[src/rtl/tmnt_audio_mixer.sv]
// tmnt_audio_mixer: final TMNT sound-board mixing stage.
// On each sample_ce the source samples are captured into shadow registers.
// The five scaled terms are then summed over five cycles through a single
// shared multiplier. The sum is saturated to a signed 16-bit mono output.
module tmnt_audio_mixer #(
    parameter logic [7:0] THEME_GAIN = 8'd128,
    parameter logic [7:0] YM_GAIN    = 8'd128,
    parameter logic [7:0] UPD_GAIN   = 8'd128,
    parameter int         ACC_W      = 20
) (
    input  logic        clk_main,
    input  logic        nRESET,
    input  logic        sample_ce,
    input  logic [6:0]  pcm_a,
    input  logic [6:0]  pcm_b,
    input  logic [7:0]  levels,
    input  logic [15:0] theme_in,
    input  logic [15:0] ym_in,
    input  logic [7:0]  upd_in,
    input  logic [4:0]  mute,
    output logic [15:0] audio_out,
    output logic        out_valid,
    output logic        clip,
    output logic        overrun
);

    typedef enum logic [1:0] {ST_IDLE, ST_ACC, ST_SAT} state_t;

    localparam logic signed [ACC_W-1:0] SAT_MAX = ACC_W'(32767);
    localparam logic signed [ACC_W-1:0] SAT_MIN = ACC_W'(-32768);

    state_t                  state_reg;
    logic [2:0]              idx_reg;
    logic signed [ACC_W-1:0] acc_reg;

    // Shadow copies so input changes mid-mix cannot disturb the sum
    logic [6:0]  pcm_a_reg;
    logic [6:0]  pcm_b_reg;
    logic [7:0]  levels_reg;
    logic [15:0] theme_reg;
    logic [15:0] ym_reg;
    logic [7:0]  upd_reg;
    logic [4:0]  mute_reg;

    // Offset-binary sources recentred to signed by inverting the MSB
    logic [6:0] pa_c;
    logic [6:0] pb_c;
    logic [7:0] upd_c;
    assign pa_c  = {~pcm_a_reg[6], pcm_a_reg[5:0]};
    assign pb_c  = {~pcm_b_reg[6], pcm_b_reg[5:0]};
    assign upd_c = {~upd_reg[7], upd_reg[6:0]};

    logic signed [16:0]      op_a;
    logic [7:0]              op_b;
    logic                    sh7;
    logic [7:0]              mute8;
    logic signed [25:0]      prod;
    logic signed [25:0]      term;
    logic signed [ACC_W-1:0] term_ext;

    assign mute8 = {3'b000, mute_reg};

    // Select the multiplier operands and the post-shift for the current term
    always_comb begin
        op_a = '0;
        op_b = '0;
        sh7  = 1'b0;
        case (idx_reg)
            3'd0: begin
                op_a = {pa_c[6], pa_c, 9'd0};
                op_b = {4'd0, levels_reg[3:0]};
            end
            3'd1: begin
                op_a = {pb_c[6], pb_c, 9'd0};
                op_b = {4'd0, levels_reg[7:4]};
            end
            3'd2: begin
                op_a = {theme_reg[15], theme_reg};
                op_b = THEME_GAIN;
                sh7  = 1'b1;
            end
            3'd3: begin
                op_a = {ym_reg[15], ym_reg};
                op_b = YM_GAIN;
                sh7  = 1'b1;
            end
            3'd4: begin
                op_a = {upd_c[7], upd_c, 8'd0};
                op_b = UPD_GAIN;
                sh7  = 1'b1;
            end
            default: ;
        endcase
        // Zeroing the operand makes a muted term exactly 0 after the floor shift
        if (mute8[idx_reg]) begin
            op_a = '0;
        end
    end

    // Single shared multiplier; gains and levels are unsigned
    assign prod     = op_a * $signed({1'b0, op_b});
    assign term     = sh7 ? (prod >>> 7) : (prod >>> 4);
    assign term_ext = ACC_W'(term);

    // Mix sequencer: capture, accumulate five terms, saturate and present
    always_ff @(posedge clk_main or negedge nRESET) begin
        if (!nRESET) begin
            state_reg  <= ST_IDLE;
            idx_reg    <= '0;
            acc_reg    <= '0;
            pcm_a_reg  <= '0;
            pcm_b_reg  <= '0;
            levels_reg <= '0;
            theme_reg  <= '0;
            ym_reg     <= '0;
            upd_reg    <= '0;
            mute_reg   <= '0;
            audio_out  <= '0;
            out_valid  <= 1'b0;
            clip       <= 1'b0;
            overrun    <= 1'b0;
        end else begin
            out_valid <= 1'b0;
            if (sample_ce && state_reg != ST_IDLE) begin
                overrun <= 1'b1;
            end
            case (state_reg)
                ST_IDLE: begin
                    if (sample_ce) begin
                        pcm_a_reg  <= pcm_a;
                        pcm_b_reg  <= pcm_b;
                        levels_reg <= levels;
                        theme_reg  <= theme_in;
                        ym_reg     <= ym_in;
                        upd_reg    <= upd_in;
                        mute_reg   <= mute;
                        acc_reg    <= '0;
                        idx_reg    <= '0;
                        state_reg  <= ST_ACC;
                    end
                end
                ST_ACC: begin
                    acc_reg <= acc_reg + term_ext;
                    idx_reg <= idx_reg + 3'd1;
                    if (idx_reg == 3'd4) begin
                        state_reg <= ST_SAT;
                    end
                end
                ST_SAT: begin
                    if (acc_reg > SAT_MAX) begin
                        audio_out <= 16'h7FFF;
                        clip      <= 1'b1;
                    end else if (acc_reg < SAT_MIN) begin
                        audio_out <= 16'h8000;
                        clip      <= 1'b1;
                    end else begin
                        audio_out <= acc_reg[15:0];
                        clip      <= 1'b0;
                    end
                    out_valid <= 1'b1;
                    state_reg <= ST_IDLE;
                end
                default: state_reg <= ST_IDLE;
            endcase
        end
    end

endmodule

[config.mk]
export PLATFORM = sky130hd
export DESIGN_NAME = tmnt_audio_mixer
export DESIGN_NICKNAME = d
export VERILOG_FILES = /design/src/rtl/tmnt_audio_mixer.sv
export SDC_FILE = /design/constraint.sdc
export NUM_CORES = 1
export LEC_CHECK = 0
export BUFFER_PORTS_ARGS = -buffer_cell sky130_fd_sc_hd__buf_2
export CAP_MARGIN = 20
export CORE_MARGIN = 4
export CORE_UTILIZATION = 50
export DETAILED_ROUTE_END_ITERATION = 8
export PLACE_DENSITY = 0.77
export SYNTH_ARGS = -nofsm -noshare
export SYNTH_HDL_FRONTEND = slang
export SYNTH_SLANG_ARGS = --single-unit
[constraint.sdc]
create_clock -name clk_main -period 17.1 [get_ports clk_main]
set_input_delay 0 -clock clk_main [delete_from_list [all_inputs] [get_ports clk_main]]
set_output_delay 0 -clock clk_main [all_outputs]
set_load 0.02 [all_outputs]
# == Yosys cells after proc, flatten, opt, wreduce, memory -nomap -nowiden ==
# Index checks and enable logic that the tools add are counted.
# classes
order_cmp,3
bitwise,3
add_sub_neg,2
multipliers,1
n_eq_ne,8
n_reduce_logical,9
mux,19
# op_table
operator,n
$pmux 17 s5,1
$mux 20,2
$pmux 20 s2,1
$mux 16,2
$mul 17x9->26,1
$pmux 8 s3,1
$add 20x20->20,1
$gt 20x16->1 const B,1
$lt 20x16->1 const B,1
$mux 17,1
$eq 3x2->1 const B,2
$pmux 3 s2,1
$reduce_and 2->1,3
$mux 1,5
$lt 3x4->1 const B,1
$mux 2,2
$ne 2x2->1 const B,2
$pmux 2 s2,1
$reduce_bool 2->1,2
$add 3x1->3 const B,1
$bmux 1 s3,1
$eq 3x1->1 const B,1
$eq 3x3->1 const B,1
$logic_not 3->1,1
other kinds (7),9
# totals
regBits,111
output_inout_bits,19
wordCells,59

# == Logic depth before layout (Yosys ltp) ==
# depth
word_depth,7
ltp_mapped,38
ltp_nobuf,37

# == Worst setup path after synthesis ==
# OpenSTA, ideal clock, no wires.
# synth_timing
path_kind,reg2reg
startpoint,register idx_reg[0]
endpoint,register acc_reg[19]
setup_ns,0.074
path_slack_ns,9.845
t_required_ns,17.026
arrival_ns,7.181
synth_period_minus_slack_ns,7.255
path_stages_with_launch,37
cell_sequence,dfrtp_1 ha_1 ha_1 clkbuf_1 nor2_1 a221oi_2 nand2_1 nor2_1 fa_1 ha_1 ha_1 inv_1 fa_1 inv_1 ha_1 fa_1 a21o_1 a21o_1 a21oi_2 nor2b_1 o21ai_0 nand2b_1 a21oi_1 xnor2_1 nand2_1 o21ai_0 ha_1 a21o_1 a21oi_2 a32o_2 inv_1 o211a_1 a311oi_2 o31ai_1 xor2_1 or3_1 o21ai_2
# synth_via
elab_chain_len,7
elab_cells_between_ends,16
# synth_rtl
element,line_no,text
start: declaration,33,logic [2:0] idx_reg;
start signal: assignment,144,idx_reg <= idx_reg + 3'd1;
"$eq 3x3->1, or another cell as far along",68,case (idx_reg)
"$pmux 17 s5, or another cell as far along",68,
$mux 17 / $pmux 8 s3 (equally long branches),"95, 68",
$mul 17x9->26,101,"assign prod = op_a * $signed({1'b0, op_b});"
$mux 20 *,102,assign term = sh7 ? (prod >>> 7) : (prod >>> 4);
$add 20x20->20 *,143,acc_reg <= acc_reg + term_ext;
$pmux 20 s2 *,127,case (state_reg)
end signal: assignment,143,
end: declaration,34,logic signed [ACC_W-1:0] acc_reg;
# Mark *: on every way between the ends. The rest lies on a longest branch, timed or not. The select of a mux whose other input is x is not followed.
# A chain may end at the register's enable or synchronous reset.

# == Worst setup path after layout ==
# layout_timing
startpoint,register idx_reg[2]
endpoint,register acc_reg[19]
# The elaborated chain is that of the path after synthesis.

==> qor.txt <==
Setup TNS Final: 0 ns
Commonest non-fill, non-tap cell in the layout: inv_1
FMAX: 119 MHz
Final Skew: 0.0185 ns
ANT cells: 0
Area after DPL: 9650 um^2
WP data arrival: 8.71 ns
Congestion Overflow GR: 0
Finished Layout Cells: 1329
Number of buffer and inverter instances along the worst setup path: 4
Commonest cells after routing, fill and taps aside: 138 x inv_1, 126 x nand2_1, 111 x dfrtp_1
Max cap viols: 0
Grt met1 use: 0.280
PD cells: 198 nW/um^2
Vias: 7100
Placed instance count: 1244
Clock Tree Root: clkbuf_16
Initial antenna violation count: 0
Leading area contributor after synthesis: dfrtp_1
Ys async rst share: 1.00
Post-Synthesis Cells: 960
Drt initial violations: 454
Synthesis-to-finish area growth: 18.1%
Cts repair resizes: 0
Top cell type's share of synthesized area: 0.309
Setup crit end kind: flop
Core Area: 17500 um^2
Core Rows: 48
GR Layer Usage met3: 0.0437
CTS clock-pin slew for the worst setup and hold paths: 0.07 ns
Layout Nets: 1308
Setup bufs post-CTS: 0
First-pass GRT wire length: 36.7 mm
Die W: 142 um
Placer's final routability congestion estimate: 0.968
CP max stage cell: dfrtp_1
Crit-path most repeated cell: ha_1
Largest net degree at the start of global routing: 77
VDD IR max: 112 uV
Critical Path Fanout Max: 24
GRT Total Usage: 0.224
DP Wirelength: 15.6 mm
CP top delay family: adder cells
Final instance area: 10600 um^2
Mapped cell area: 9000 um^2
Per-cell routed wire length: 16.1 um
Port bufs: 88
Fin crit share: 0.493
Largest register FFs: 20
Ranking of synthesized cells by area: dfrtp_1 31%, fa_1 12%, ha_1 12%, mux2_2 8.4%, inv_1 5.8%
Syn_area_per_cell: 9.38 um^2
Min-Delay Path Class: input pin to async pin
Max clock buf depth: 2
TritonCTS Buffers: 9
RSZ-0062 raised after global routing: no
Global routing's busiest layer: met2
Post-route core utilization: 0.608
Final-report setup violation count: 0
Share of cells above drive strength 1: 0.176
R2R Path Start: idx_reg[2]
CP max stage delay: 0.60 ns
H-tree Lvls: 3
Slew Viols, Final: 0
Cell variety after synth: 60
Number of synthesized flops with an enable pin: 0
Final ANT Viol Nets: 0
Status: completed
Worst-Margin Slew: 0.990 ns
Period minus WS final: 8.42 ns
Rel. slew slack: 0.340
TritonCTS clock tree: done
Die Y: 142 um
Lkg Pwr: 5.41 nW
Number of global-route vias before repair: 7572
Starting Density: 0.515
Critical Path RT: 17.39 ns
Worst setup SP type: flop
Clk sinks: 111
Crit Path Class: flop to flop
Via density: 5.34
Die area: 20200 um^2
Detailed-route DRC error count: 0
Clk_lat worst skew: 0.37 ns
Pre-antenna DRT Iters: 6
M2 GR Usage: 0.385
FF+latch count, synth: 111
Setup crit start: idx_reg[2]
Mapped Nets: 1169
# IOs: 89
Detailed Route WL: 21.5 mm
Primary FF master, synth: dfrtp_1
Final Hold Fails: 0
Synth Warn #: 0
Register area share after synthesis: 0.309
Fin Hold WS: 0.129 ns
## per-stage QoR
| stage | total power, mW | setup slack (ns) |
|---|---|---|
| after global placement | 1.83 | 8.96 |
| after detailed placement | 1.87 | 8.70 |
| after floorplan | 1.56 | 9.85 |
| final | 2.10 | 8.68 |
| after CTS | 2.10 | 8.69 |
| after global routing | 2.33 | 8.10 |
## cell families after synthesis
group | synth area share
AO/OA/AOI/OAI | 0.130
multiplexers | 0.0896
XOR/XNOR | 0.0367
AND/OR/NAND/NOR | 0.125
buffers and inverters | 0.0719
flip-flops | 0.309
adder cells (fa/ha/maj) | 0.238
## per-layer routing
metal	routed length (um)	up-vias
met4	659	0
met5	0	-
li1	-	3491
met3	1110	49
met2	10600	213
met1	9110	3347
## where the power goes
group / leakage, nW / switching, mW / internal [mW]
clock network: 0.143 / 0.104 / 0.103
logic: 3.92 / 0.827 / 0.583
registers: 1.34 / 0.0942 / 0.393
total: 5.41 / 1.02 / 1.08
## layout make-up
| cell class | instances | area [um^2] |
|---|---|---|
| multi-input combinational | 677 | 5590 |
| clock inverter | 6 | 65.1 |
| inverter | 138 | 518 |
| fill | 1384 | 6850 |
| tap | 225 | 282 |
| sequential | 111 | 2780 |
| timing repair buffer | 162 | 1170 |
| clock buffer | 10 | 229 |
## final timing paths
kind / slack (ns) / cells after the start / endpoint
min in group clk_main: 0.41 / 3 / pcm_a_reg[3]
max reg2reg: 8.68 / 35 / acc_reg[19]
min reg2reg: 0.46 / 2 / audio_out[11]
min: 0.13 / 2 / acc_reg[19]
max in group asynchronous: 15.70 / 3 / levels_reg[6]
max: 8.68 / 35 / acc_reg[19]
## cell usage after synthesis, types with 3 or more instances
master	n
xnor2_1	13
nor2_1	55
o21ai_0	45
fa_1	54
a22oi_1	8
a21oi_2	3
o31ai_1	3
a21o_1	14
a21oi_1	32
nor3_1	11
o21bai_1	6
mux2i_1	3
dfrtp_1	111
ha_1	85
a211o_1	3
a31oi_1	3
nor2b_1	11
xor2_1	21
nand3_1	10
mux2_2	67
nand2b_1	10
a22o_1	6
a222oi_1	7
o21a_1	3
nand2_1	126
and3_1	4
and2_1	7
clkbuf_1	31
o21ai_1	10
inv_1	138
o22ai_1	16
or3_1	7
## repair_timing
action | 4_1_cts | 5_1_grt
endpoints found under the hold margin | 103 | 0
endpoints found under the setup margin | 0 | 0
hold buffers | 69 | 0
(Power assumes the default switching activity.)
